[src/rtl/fmlbrg_tagflush.sv]
// Flush/invalidate sequencer for the FML bridge cache tag memory.
// Walks every tag index, writes back valid+dirty lines, then rewrites each entry.
module fmlbrg_tagflush #(
  parameter int unsigned depth = 2,
  parameter int unsigned width = 4
) (
  input  logic                    sys_clk,
  input  logic                    sys_rst_n,
  input  logic                    flush_req,
  input  logic                    flush_inval,
  output logic                    flush_busy,
  output logic                    flush_done,
  output logic [depth-1:0]        tm_a,
  output logic                    tm_we,
  output logic [width-1:0]        tm_di,
  input  logic [width-1:0]        tm_do,
  output logic                    wb_stb,
  output logic [width-2+depth-1:0] wb_adr,
  input  logic                    wb_ack
);

  localparam logic [depth-1:0] LastIdx = '1;

  typedef enum logic [2:0] {StIdle, StAddr, StRead, StWb, StWrite, StDone} state_e;

  state_e           state_q, state_d;
  logic [depth-1:0] index_q, index_d;
  // Only valid bit and address tag are kept; the dirty bit is always cleared on write.
  logic [width-2:0] entry_q, entry_d;
  logic             inval_q, inval_d;

  always_ff @(posedge sys_clk or negedge sys_rst_n) begin
    if (!sys_rst_n) begin
      state_q <= StIdle;
      index_q <= '0;
      entry_q <= '0;
      inval_q <= 1'b0;
    end else begin
      state_q <= state_d;
      index_q <= index_d;
      entry_q <= entry_d;
      inval_q <= inval_d;
    end
  end

  always_comb begin
    state_d = state_q;
    index_d = index_q;
    entry_d = entry_q;
    inval_d = inval_q;
    unique case (state_q)
      StIdle: begin
        if (flush_req) begin
          inval_d = flush_inval;
          index_d = '0;
          state_d = StAddr;
        end
      end
      StAddr: state_d = StRead;
      StRead: begin
        entry_d = {tm_do[width-1], tm_do[width-3:0]};
        state_d = (tm_do[width-1] && tm_do[width-2]) ? StWb : StWrite;
      end
      StWb: begin
        if (wb_ack) state_d = StWrite;
      end
      StWrite: begin
        // Last index ends the walk without wrapping back to 0.
        if (index_q == LastIdx) begin
          state_d = StDone;
        end else begin
          index_d = index_q + depth'(1);
          state_d = StAddr;
        end
      end
      StDone: state_d = StIdle;
      default: state_d = StIdle;
    endcase
  end

  always_comb begin
    flush_busy = (state_q != StIdle);
    flush_done = 1'b0;
    tm_a       = '0;
    tm_we      = 1'b0;
    tm_di      = '0;
    wb_stb     = 1'b0;
    wb_adr     = '0;
    if (state_q != StIdle) tm_a = index_q;
    unique case (state_q)
      StWb: begin
        wb_stb = 1'b1;
        wb_adr = {entry_q[width-3:0], index_q};
      end
      StWrite: begin
        tm_we = 1'b1;
        tm_di = inval_q ? '0 : {entry_q[width-2], 1'b0, entry_q[width-3:0]};
      end
      StDone: flush_done = 1'b1;
      default: ;
    endcase
  end

endmodule

[config.mk]
export PLATFORM = sky130hd
export DESIGN_NAME = fmlbrg_tagflush
export DESIGN_NICKNAME = d
export VERILOG_FILES = /design/src/rtl/fmlbrg_tagflush.sv
export SDC_FILE = /design/constraint.sdc
export NUM_CORES = 1
export LEC_CHECK = 0
export CELL_PAD_IN_SITES_DETAIL_PLACEMENT = 1
export CELL_PAD_IN_SITES_GLOBAL_PLACEMENT = 1
export CORE_MARGIN = 2
export CORE_UTILIZATION = 31
export CTS_BUF_LIST = sky130_fd_sc_hd__clkbuf_8 sky130_fd_sc_hd__clkbuf_16
export CTS_CLUSTER_DIAMETER = 200
export DETAILED_ROUTE_END_ITERATION = 6
export GPL_ROUTABILITY_DRIVEN = 0
export PLACE_DENSITY_LB_ADDON = 0.1
export SYNTH_ARGS = -nofsm -noshare
export SYNTH_HDL_FRONTEND = slang
export SYNTH_SLANG_ARGS = --single-unit
[constraint.sdc]
create_clock -name sys_clk -period 1.55 [get_ports sys_clk]
set_clock_uncertainty 0.1 [all_clocks]
set_input_delay 0.31 -clock sys_clk [delete_from_list [all_inputs] [get_ports sys_clk]]
set_output_delay 0.31 -clock sys_clk [all_outputs]
set_load 0.01 [all_outputs]
# Yosys cells after proc, flatten, opt, wreduce, memory -nomap -nowiden

Cells that the tools add are included.

Add/subtract/negate cells: 1
Equality and inequality tests: 9
Mux-type cells: 15
Reductions and logical operators: 7

Operators by type and width:

| cell                | count |
|---|---|
| $pmux 3 s5          | 1 |
| $mux 3              | 4 |
| $mux 4              | 3 |
| $eq 3x2->1 const B  | 2 |
| $eq 3x3->1 const B  | 2 |
| $mux 2              | 3 |
| $ne 2x2->1 const B  | 3 |
| $pmux 2 s2          | 1 |
| $reduce_and 2->1    | 2 |
| $eq 3x1->1 const B  | 1 |
| $logic_not 3->1     | 1 |
| $mux 1              | 3 |
| $reduce_and 3->1    | 1 |
| $reduce_bool 3->1   | 1 |
| $add 2x1->2 const B | 1 |
| $eq 2x2->1 const B  | 1 |
| $reduce_bool 2->1   | 1 |
| $logic_and 1x1->1   | 1 |

Flip-flop bits (word level): 9
Bits of input ports: 9
Output and inout bits: 14
Word-level logic and storage cells: 36

# Depth between registers and ports, before layout

Word-level depth: 3
Gate-level depth with buffers: 4

# Least setup slack after synthesis

No wires, ideal clock.

Path kind: flip-flop to output port
From: register state_q[1]
To: output tm_di[0]
Arrival: 0.992 ns
Setup slack: 0.148 ns
Cell stages (with the launch flop): 4
Path buffers: 1
Path through: dfrtp_1 > buf_4 > nor4b_2 > and2_1

Word-level cells in the longest chain between the ends: 2

Ends and longest elaborated chain:

| item                     | RTL line | text |
|---|---|---|
| start: declaration       | 26       | `state_e state_q, state_d;` |
| start signal: assignment | 34       | `state_q <= StIdle;` |
| start signal: assignment | 39       | `state_q <= state_d;` |
| $eq 3x3->1               | 90       | `unique case (state_q)` |
| $mux 4                   | 90       |  |
| end: declaration         | 15       | `output logic [width-1:0] tm_di,` |

Every way passes these cells.

# Worst setup path in the final report

From: register state_q[0]
To: output tm_a[1]

Word-level cells in the longest chain between the ends: 2

Ends and longest elaborated chain:

| item              | RTL line | text |
|---|---|---|
| $reduce_bool 3->1 | 89       | `if (state_q != StIdle) tm_a = index_q;` |
| $mux 2            | 89       |  |
| end: declaration  | 13       | `output logic [depth-1:0] tm_a,` |

Every way passes these cells.

==> results.json <==
{
  "r2r_end": "state_q[2]",
  "fmax_mhz": 554,
  "place_area_um2": 897,
  "r2r_start": "state_q[1]",
  "synth-edff-count": 0,
  "worstSkewPairLatency_ns": 0.24,
  "diodes": 0,
  "setup_tns_ns": -2.90,
  "syn2layout_area_growth_pct": 91.4,
  "yosys.area.top_type": "dfrtp_1",
  "finalWirelength_mm": 2.42,
  "ant_nets": 0,
  "cp.required_ns": 1.14,
  "core-area_um2": 1900,
  "rsz0062_at_grt": "yes",
  "reg2reg_setup_slack_ns": -0.12,
  "syn_inst": 57,
  "final_cell_mix": "buf_6, buf_4, clkdlybuf4s50_1",
  "synth_cell_type_count": 30,
  "io_buffers": 21,
  "worst_setup_path_end_kind": "output port",
  "io_pins": 23,
  "yosysWarnings": 0,
  "hold_path.class": "in -> async",
  "drt_pass1_iterations": 4,
  "outcome": "finished, violations left",
  "crit_fanout": 3,
  "antenna_found_initial": 0,
  "fp-row-count": 16,
  "syn_nets": 67,
  "leakage_uw": 0.000562,
  "syn_area_per_cell_um2": 10.7,
  "syn_area_um2": 612,
  "postLayoutCoreUtil_pct": 61.6,
  "r2r_cells": 7,
  "cap_violations": 0,
  "startpoint_type": "flip-flop",
  "grt_pass1_vias": 691,
  "clockBufferDepth": 2,
  "dp_hpwl_mm": 1.33,
  "root_buffer": "clkbuf_8",
  "cts_inserted_buffers": 3,
  "ir_drop_mv": 1.26,
  "drv_slew": 0,
  "hold_viol": 0,
  "finalCritPeriodShare_pct": 116,
  "path_class": "reg -> out",
  "ys_ff_latch": 9,
  "fp.dieH_um": 48.4,
  "clkTransAtPathRegs_ns": 0.05,
  "drtIter0Drc": 8,
  "n_fill_cell": 199,
  "period_needed_ns": 1.81,
  "layout_setup_ws_ns": -0.255,
  "overflow": 0,
  "num_vias": 644,
  "clock_sinks": 9,
  "design_area_um2": 1170,
  "violations": "negative setup slack",
  "synth_top_area_share_pct": 36.8,
  "cts_tree": "built",
  "drive_gt1_share_pct": 64.4,
  "remaining_drc_errors": 0,
  "dieArea_um2": 2340,
  "ys_seq_area_share_pct": 36.8,
  "synth-async-reset-ratio_pct": 100,
  "arrival_ns": 1.40,
  "yosys-top-cells-area": "dfrtp_1, a22o_1, mux2_2",
  "grtUsageTotal_pct": 22.8,
  "cts_htree_levels": 1,
  "post_drt_wl_per_cell_um": 18.9,
  "via_per_inst": 5.03,
  "synth_ff_type": "dfrtp_1",
  "nets": 112,
  "die_w_um": 48.4,
  "finalSetupViolCount": 19,
  "grt_first_pass_wirelength_mm": 3.86,
  "start_util_pct": 32.2,
  "grt_max_degree": 11,
  "power_density_nw_per_um2": 2130
}
## registers in the layout, summed over array words and instances, names as in the netlist
signal	flops
entry_q	3
index_q	2
inval_q	1
state_q	3
## worst max-delay path by stage
stage / to / from / slack (ns)
2_1_floorplan: tm_di[0] / state_q[1] / 0.15
3_3_place_gp: tm_di[3] / state_q[0] / -0.34
3_5_place_dp: tm_di[3] / state_q[1] / -0.36
4_1_cts: tm_a[1] / state_q[2] / -0.26
5_1_grt: tm_a[1] / state_q[0] / -0.30
6_report: tm_a[1] / state_q[0] / -0.26
## repair_timing
item,4_1_cts,5_1_grt
gates cloned,1,0
setup buffers,10,3
gates resized for setup,81,12
hold buffers,0,0
pin swaps,12,4
endpoints found under the setup margin,16,21
## metal layers
metal,up-vias,global-route usage [%],part of all wire (%)
met5,-,0,0
met4,0,11.4,1.5
met3,4,4.32,3.5
met2,21,38.2,51
met1,330,28.0,44
li1,289,-,-
## layout make-up
cell class | count | area [µm²] | share of cell area, %
Clock buffer | 3 | 41.3 | 3.53
Tap cell | 27 | 33.8 | 2.88
Inverter | 2 | 7.51 | 0.641
Multi-Input combinational cell | 42 | 427 | 36.4
Sequential cell | 9 | 228 | 19.4
Timing Repair Buffer | 44 | 430 | 36.8
Clock inverter | 1 | 3.75 | 0.321
## cell usage after synthesis (2+ instances only)
cell     count
dfrtp_1      9
and2_1       5
a22o_1       4
and3_1       4
buf_4        3
mux2_2       3
a21o_1       2
and2b_2      2
inv_1        2
nor2_2       2
o21ai_0      2
## worst max-delay path, cell delays in order (launching register included)
cell	delay [ns]
dfrtp_2	0.43
buf_6	0.14
nor3_4	0.22
and2b_2	0.25
buf_6	0.12
## where the power goes
part           total [µW]  internal, µW  switching (µW)
Clock                 280           174             106
Combinational        1700          1020             678
Sequential            509           355             154
## metrics by stage
step           hold WS [ns]  cells  worst slack (ns)  power (µW)
5_1_grt               0.318    128            -0.301        2630
3_5_place_dp          0.410    111            -0.364        1550
3_3_place_gp          0.386    111            -0.336        1510
4_1_cts               0.299    126            -0.259        2330
2_1_floorplan       -0.0856     57             0.148        1080
6_report              0.288    128            -0.255        2490
## cells by family (layout without fill, tap and decap cells)
| logic type | Yosys count | in the layout | share of synthesized area, % |
|---|---|---|---|
| other cells | 1 | 1 | 0.613 |
| buf+inv | 6 | 50 | 6.75 |
| simple gates | 23 | 23 | 27.8 |
| compound gates | 13 | 13 | 18.0 |
| mux | 4 | 4 | 7.97 |
| fa+ha+maj | 1 | 1 | 2.04 |
| flops | 9 | 9 | 36.8 |
Note: power is estimated with default switching activity, not from simulation.
